**src/rtl/div_pkg.sv**
```systemverilog
// Shared types and constants for the iterative restoring divider.
package div_pkg;

  localparam int unsigned DefaultWidth = 10;

  typedef enum logic [1:0] {
    StIdle,
    StRun,
    StDone
  } state_e;

  // Counter must hold N itself, hence N+1 distinct values.
  function automatic int unsigned cnt_width(input int unsigned n);
    return $clog2(n + 1);
  endfunction

endpackage

```
**src/rtl/div_iterative_if.sv**
```systemverilog
// Request/result bundle of the iterative divider; master drives operands, slave returns results.
interface div_iterative_if
  import div_pkg::*;
#(
  parameter int unsigned N = DefaultWidth
);

  logic         start;
  logic [N-1:0] x;
  logic [N-1:0] y;
  logic         busy;
  logic         done;
  logic [N-1:0] q;
  logic [N-1:0] r;
  logic         dz;

  modport master (
    output start, x, y,
    input  busy, done, q, r, dz
  );

  modport slave (
    input  start, x, y,
    output busy, done, q, r, dz
  );

endinterface

```
**src/rtl/div_step.sv**
```systemverilog
// One combinational restoring-division step: trial subtract, keep or restore the remainder.
module div_step
  import div_pkg::*;
#(
  parameter int unsigned N = DefaultWidth
) (
  input  logic [N:0]   p_i,
  input  logic         bit_i,
  input  logic [N-1:0] d_i,
  output logic [N:0]   p_o,
  output logic         q_o
);

  logic [N:0] shifted;
  logic [N:0] trial;

  always_comb begin
    shifted = {p_i[N-1:0], bit_i};
    trial   = shifted - {1'b0, d_i};
    // A set p_i[N] means the shifted value already exceeds any N-bit divisor.
    q_o     = p_i[N] | ~trial[N];
    p_o     = q_o ? trial : shifted;
  end

endmodule

```
**src/rtl/div_iterative.sv**
```systemverilog
// Sequential unsigned restoring divider, one quotient bit per clock.
// Optional DIV_ZERO_CHECK_EN: a zero divisor finishes at once and raises dz.
module div_iterative
  import div_pkg::*;
#(
  parameter int unsigned N = DefaultWidth
) (
  input logic            clk,
  input logic            rst,
  div_iterative_if.slave div_io
);

  localparam int unsigned CntW = cnt_width(N);

  state_e          state_q, state_d;
  logic [N:0]      p_q, p_d, p_step;
  logic [N-1:0]    qreg_q, qreg_d;
  logic [N-1:0]    d_q, d_d;
  logic [N-1:0]    q_q, q_d;
  logic [N-1:0]    r_q, r_d;
  logic [CntW-1:0] cnt_q, cnt_d;
  logic            q_bit;
  logic            accept;
  logic            zero;
  logic            last;
`ifdef DIV_ZERO_CHECK_EN
  logic            dz_q, dz_d;
`endif

  assign accept = div_io.start && (state_q != StRun);
  assign last   = (state_q == StRun) && (cnt_q == CntW'(1));
`ifdef DIV_ZERO_CHECK_EN
  assign zero   = (div_io.y == '0);
`else
  assign zero   = 1'b0;
`endif

  div_step #(.N(N)) u_step (
    .p_i   (p_q),
    .bit_i (qreg_q[N-1]),
    .d_i   (d_q),
    .p_o   (p_step),
    .q_o   (q_bit)
  );

  always_ff @(posedge clk) begin
    if (rst) state_q <= StIdle;
    else     state_q <= state_d;
  end

  always_comb begin
    state_d = state_q;
    unique case (state_q)
      StIdle, StDone: state_d = accept ? (zero ? StDone : StRun) : StIdle;
      StRun:          if (last) state_d = StDone;
      default:        state_d = StIdle;
    endcase
  end

  always_ff @(posedge clk) begin
    if (rst) begin
      p_q    <= '0;
      qreg_q <= '0;
      d_q    <= '0;
      cnt_q  <= '0;
      q_q    <= '0;
      r_q    <= '0;
`ifdef DIV_ZERO_CHECK_EN
      dz_q   <= 1'b0;
`endif
    end else begin
      p_q    <= p_d;
      qreg_q <= qreg_d;
      d_q    <= d_d;
      cnt_q  <= cnt_d;
      q_q    <= q_d;
      r_q    <= r_d;
`ifdef DIV_ZERO_CHECK_EN
      dz_q   <= dz_d;
`endif
    end
  end

  always_comb begin
    p_d    = p_q;
    qreg_d = qreg_q;
    d_d    = d_q;
    cnt_d  = cnt_q;
    q_d    = q_q;
    r_d    = r_q;
`ifdef DIV_ZERO_CHECK_EN
    dz_d   = dz_q;
`endif
    if (accept) begin
      p_d    = '0;
      qreg_d = div_io.x;
      d_d    = div_io.y;
      cnt_d  = CntW'(N);
`ifdef DIV_ZERO_CHECK_EN
      dz_d   = zero;
      if (zero) begin
        q_d = '1;
        r_d = div_io.x;
      end
`endif
    end else if (state_q == StRun) begin
      p_d    = p_step;
      qreg_d = {qreg_q[N-2:0], q_bit};
      cnt_d  = cnt_q - CntW'(1);
      if (last) begin
        q_d = {qreg_q[N-2:0], q_bit};
        r_d = p_step[N-1:0];
      end
    end
  end

  always_comb begin
    div_io.busy = (state_q == StRun);
    div_io.done = (state_q == StDone);
    div_io.q    = q_q;
    div_io.r    = r_q;
`ifdef DIV_ZERO_CHECK_EN
    div_io.dz   = dz_q;
`else
    div_io.dz   = 1'b0;
`endif
  end

endmodule

```
**src/flat_wrapper.sv**
```systemverilog
// flat-port wrapper written by rule: the top's interface ports become plain ports
module div_iterative_flat import div_pkg::*;
#(
  parameter int unsigned N = DefaultWidth
)
  (clk, rst, div_io_start, div_io_x, div_io_y, div_io_busy, div_io_done, div_io_q, div_io_r, div_io_dz);
  div_iterative_if #(.N(N)) div_io_i ();
  input logic clk;
  input logic rst;
  input wire logic [$bits(div_io_i.start)-1:0] div_io_start;
  input wire logic [$bits(div_io_i.x)-1:0] div_io_x;
  input wire logic [$bits(div_io_i.y)-1:0] div_io_y;
  output wire logic [$bits(div_io_i.busy)-1:0] div_io_busy;
  output wire logic [$bits(div_io_i.done)-1:0] div_io_done;
  output wire logic [$bits(div_io_i.q)-1:0] div_io_q;
  output wire logic [$bits(div_io_i.r)-1:0] div_io_r;
  output wire logic [$bits(div_io_i.dz)-1:0] div_io_dz;
  assign div_io_i.start = div_io_start;
  assign div_io_i.x = div_io_x;
  assign div_io_i.y = div_io_y;
  assign div_io_busy = div_io_i.busy;
  assign div_io_done = div_io_i.done;
  assign div_io_q = div_io_i.q;
  assign div_io_r = div_io_i.r;
  assign div_io_dz = div_io_i.dz;
  div_iterative #(.N(N)) u_core (.clk(clk), .rst(rst), .div_io(div_io_i));
endmodule
```
**config.mk**
```make
export PLATFORM = sky130hd
export DESIGN_NAME = div_iterative_flat
export DESIGN_NICKNAME = d
export VERILOG_FILES = /design/src/rtl/div_pkg.sv /design/src/rtl/div_iterative_if.sv /design/src/rtl/div_step.sv /design/src/rtl/div_iterative.sv /design/src/flat_wrapper.sv
export SDC_FILE = /design/constraint.sdc
export NUM_CORES = 1
export LEC_CHECK = 0
export CORE_MARGIN = 4
export CORE_UTILIZATION = 43
export CTS_CLUSTER_DIAMETER = 30
export DETAILED_ROUTE_END_ITERATION = 10
export PLACE_DENSITY_LB_ADDON = 0.3
export SYNTH_ARGS = -nofsm -noshare
export SYNTH_HDL_FRONTEND = slang
export SYNTH_HIERARCHICAL = 1
export SYNTH_SLANG_ARGS = --single-unit
```
**constraint.sdc**
```tcl
create_clock -name clk -period 5.6 [get_ports clk]
set_input_delay 1.4 -clock clk [delete_from_list [all_inputs] [get_ports clk]]
set_output_delay 1.4 -clock clk [all_outputs]
set_load 0.01 [all_outputs]
```
Yosys cells after proc, flatten, opt, wreduce, memory -nomap -nowiden
Cells that the tools add are included.

Register bits: 57. Input port bits: 23. Output and inout bits: 23.

$add $sub $neg: 2. Equality and inequality tests: 5. Multiplexer cells: 8. Bitwise gates (word level): 3. Reductions and logical operators: 7.

Operator list (count): $mux W10 (2); $mux W11 (1); $sub A11 B10 Y11 (1); $mux W4 (2); $eq A4 B1 Y1 const B (1); $ne A2 B1 Y1 const B (2); $pmux W2 S2 (1); $reduce_or A2 Y1 (2); $sub A4 B1 Y4 const B (1); $reduce_and A3 Y1 (1); $eq A2 B1 Y1 const B (1); $eq A2 B2 Y1 const B (1); $logic_and A1 B1 Y1 (2); $logic_not A2 Y1 (1); $mux W2 (1); $not A1 Y1 (2); $reduce_bool A2 Y1 (1); $mux W1 (1); $or A1 B1 Y1 (1).

Depth between registers and ports, before layout
Word-level depth: 5. Mapped depth: 13. Depth with buffers taken out: 12.

Hierarchy
Netlist, hierarchy kept.

By module, submodules not included: div_iterative (times used 1, cells each 218, area each 2123.3 um^2, sequential area each 1141.1 um^2); div_step (times used 1, cells each 87, area each 639.4 um^2, sequential area each 0.0 um^2).

Worst setup path before layout
No wires, ideal clock.

Path type: register to register. Start: reg u_core.qreg_q[9]. End: reg u_core.r_q[9] (netlist: u_core/div_io.r[9]). Data arrival time: 2.400 ns. Slack: 3.083 ns. Cell stages (with the launch flop): 11. Path buffers: 0. Path through: dfxtp_1 > inv_1 > ha_1 > inv_1 > fa_1 > a21oi_1 > o211ai_2 > a21oi_4 > mux2i_4 > mux2_2 > a22o_1.

Word-level cells in the longest chain between the ends: 4.

Ends and longest elaborated chain: start: declaration (line div_iterative.sv:17) `logic [N-1:0] qreg_q, qreg_d;`; start signal: assignment (line div_iterative.sv:73) `qreg_q <= qreg_d;`; $sub A11 B10 Y11 * (line div_step.sv:19) `trial = shifted - {1'b0, d_i};`; $not A1 Y1 (line div_step.sv:21) `q_o = p_i[N] | ~trial[N];`; $or A1 B1 Y1 (line div_step.sv:21); $mux W11 * (line div_step.sv:22) `p_o = q_o ? trial : shifted;`; named net u_core.p_step[9] (line div_iterative.sv:16) `logic [N:0] p_q, p_d, p_step;`; end signal: assignment (line div_iterative.sv:77) `r_q <= r_d;`; end: declaration (line div_iterative.sv:20) `logic [N-1:0] r_q, r_d;`.

Mark *: on every way through the listed nets, which the timed path passes. The rest lies on a longest branch. A chain may end at the register's enable or synchronous reset.

==> impl_metrics.tcl <==
set metrics [dict create \
    arrival_ns 3.57 \
    hold_depth 1 \
    clockRootBuffer "clkbuf_8" \
    drive_gt1_share_pct 11.3 \
    endpoint_kind "flop" \
    die_h_um 88.2 \
    fin_worst_skew_ns 0.00530 \
    power_density_nw_per_um2 351 \
    grt_max_degree 47 \
    core_um2 6060 \
    avgSynthCellArea_um2 9.06 \
    clk_latency_ns 0.34 \
    num_vias 2261 \
    path_class "input pin to flop" \
    wl_per_cell_um 15.2 \
    min_path_type "flop to flop" \
    yosysMostFrequentCell "dfxtp_1" \
    syn_inst 305 \
    yosysUniqueCellTypes 45 \
    crit_path_start_kind "input pin" \
    ys_ff_latch 57 \
    ant_nets 0 \
    synth_common_cells "dfxtp_1 (57), a21oi_1 (31), nand2_1 (29)" \
    drt_wl_total_mm 6.38 \
    postCtsSetupBuffers 0 \
    status "complete, no violations" \
    n_antenna_cell 0 \
    maxSlewViolCount 0 \
    nNetsFinal 377 \
    post-route-cell-area_um2 3410 \
    cts_tree "yes" \
    multi_input_area_um2 1430 \
    hold_viol 0 \
    via_per_inst 5.37 \
    synth_flop_cell "dfxtp_1" \
    fillers 566 \
    clock_power_share_pct 36.9 \
    r2r.worst_path.cells 10 \
    stdcell_count 421 \
    leakagePower_uw 0.00133 \
    synth_area_um2 2760 \
    setup_tns_ns 0 \
    start_util_pct 45.6 \
    areaGrowthSynthToFinish_pct 23.5 \
    cp_max_fo 26 \
    vdd_drop_max_mv 0.374 \
    cts_buffer_depth 2 \
    setup_ws_ns 2.32 \
    synth.yosys.seq_area_share_pct 41.3 \
    synth_fp_nets 341 \
    drc_errors 0 \
    placed_cells 405 \
    p_seq_share_pct 37.2 \
    critPathRequiredTime_ns 5.88 \
    cts.sinks 57 \
    maxCapViolations 0 \
    grt_pass1_vias 2163 \
    io_pins 46 \
    overflow 0 \
    ys_warn_count 6 \
    min_period_ns 3.28 \
    post_cts_resized 0 \
    gp_congestion 0.889 \
    drt_iter0_markers 113 \
    power_switching_uw 364 \
    track_usage_pct 17.3 \
    die_area_um2 7770 \
    seqCellArea_um2 1140 \
    grt_pass1_wl_mm 10.3 \
    tightestPinTransition_ns 1.06 \
    rsz0062_at_grt "false" \
    setup_viol 0 \
    clock.fmax_ghz 0.304 \
    synth_area_leaders "dfxtp_1 (41%), a22o_1 (6.3%), a21oi_1 (5.6%)" \
    num_rows 28 \
    dr.pass1.iters 4 \
    die_x_um 88.2 \
    combPwrFrac_pct 25.9 \
    clk_pin_slew_ns 0.06 \
    synth.largest_area_cell "dfxtp_1" \
    p_sw_share_pct 30.4 \
    fin_crit_sh_pct 58.7 \
    synth_top_area_share_pct 41.3 \
    portBuffers 44 \
    h-tree-depth 3 \
    internal_power_uw 833 \
    place_ws_ns 2.02 \
    placed_cell_area_um2 3180 \
    numCtsBuffers 9 \
    synth_edf_count 0 \
    postCtsHoldBufs 0 \
    hpwlAfterDp_mm 4.31 \
    async_reset_ff_share_pct 0 \
    antenna_found_initial 0 \
    relSlewSlack_pct 29.0 \
]
==> routing by layer <==
metal	share of wire, %	GRT usage, %	vias to the layer above
met3	4.5	5.36	12
met1	47	21.6	1062
li1	-	-	1134
met5	0	0	-
met4	1.8	6.87	0
met2	47	27.9	53
==> area by class of cell <==
class / count / area share [%]
Clock inverter: 5 / 2.27
Clock buffer: 11 / 4.44
Sequential cell: 57 / 33.4
Tap cell: 75 / 2.75
Inverter: 17 / 1.87
Multi-Input combinational cell: 210 / 41.9
Timing Repair Buffer: 46 / 13.3
==> flip-flops by register name (all words and copies together), names as in the netlist <==
register / flops
u_core/p_q: 11
u_core/d_q: 10
u_core/div_io.q: 10
u_core/div_io.r: 10
u_core/qreg_q: 10
u_core/cnt_q: 4
u_core/state_q: 2
==> critical path: stages <==
cell and delay (ns):
clkdlybuf4s50_1 0.95, nor3_4 0.95, a22o_1 0.26
==> stage by stage <==
stage          total power [uW]  utilization (%)  hold WS, ns
6_report                   1200             56.3        0.475
5_1_grt                    1250             56.3        0.495
4_1_cts                    1200             56.3        0.477
3_5_place_dp                763             52.5        0.458
3_3_place_gp                756             52.5        0.459
2_1_floorplan               704                -        0.450
==> power groups by stage <==
stage / combinational [uW] / sequential [uW] / clock, uW
floorplan: 255 / 449 / 0
global placement: 303 / 453 / 0
detailed placement: 310 / 454 / 0
CTS: 310 / 445 / 449
global route: 341 / 448 / 463
finish: 311 / 445 / 442
==> cell families (layout without fill, tap and decap cells) <==
group / Yosys count / count (layout) / share of synthesized area [%]
multiplexers: 16 / 16 / 6.48
buffers and inverters: 38 / 79 / 6.97
flip-flops: 57 / 57 / 41.3
adder cells (fa/ha/maj): 13 / 13 / 6.16
AO/OA/AOI/OAI: 93 / 93 / 23.0
XOR/XNOR: 8 / 8 / 2.54
AND/OR/NAND/NOR: 79 / 79 / 13.4
other: 1 / 1 / 0.136
==> worst paths after layout <==
path,slack [ns],start,end
hold reg to reg,0.47,u_core/div_io.q[1],u_core/div_io.q[1]
hold / removal,0.47,u_core/div_io.q[1],u_core/div_io.q[1]
setup / recovery,2.32,rst,u_core/div_io.r[6]
setup reg to reg,2.45,u_core/qreg_q[9],u_core/div_io.r[3]
==> layout by cell type, fill, tap and decap left out, types with 2 or more instances in the layout <==
cell type	Yosys	layout
a211oi_1	11	11
a21oi_1	31	31
a21oi_2	4	4
a22o_1	20	20
buf_4	4	2
bufinv_16	0	2
clkbuf_8	0	11
clkdlybuf4s50_1	0	44
clkinv_2	0	2
dfxtp_1	57	57
ha_1	12	12
inv_1	16	16
mux2_2	5	5
mux2i_1	10	10
nand2_1	29	29
nand2b_1	2	2
nand3_1	13	13
nor2_1	21	21
nor2_2	4	4
nor2b_1	2	2
nor3_1	3	3
o21a_1	2	2
o21ai_0	12	12
o21ai_1	4	4
xnor2_1	4	4
xor2_1	4	4
(Power assumes the default switching activity.)
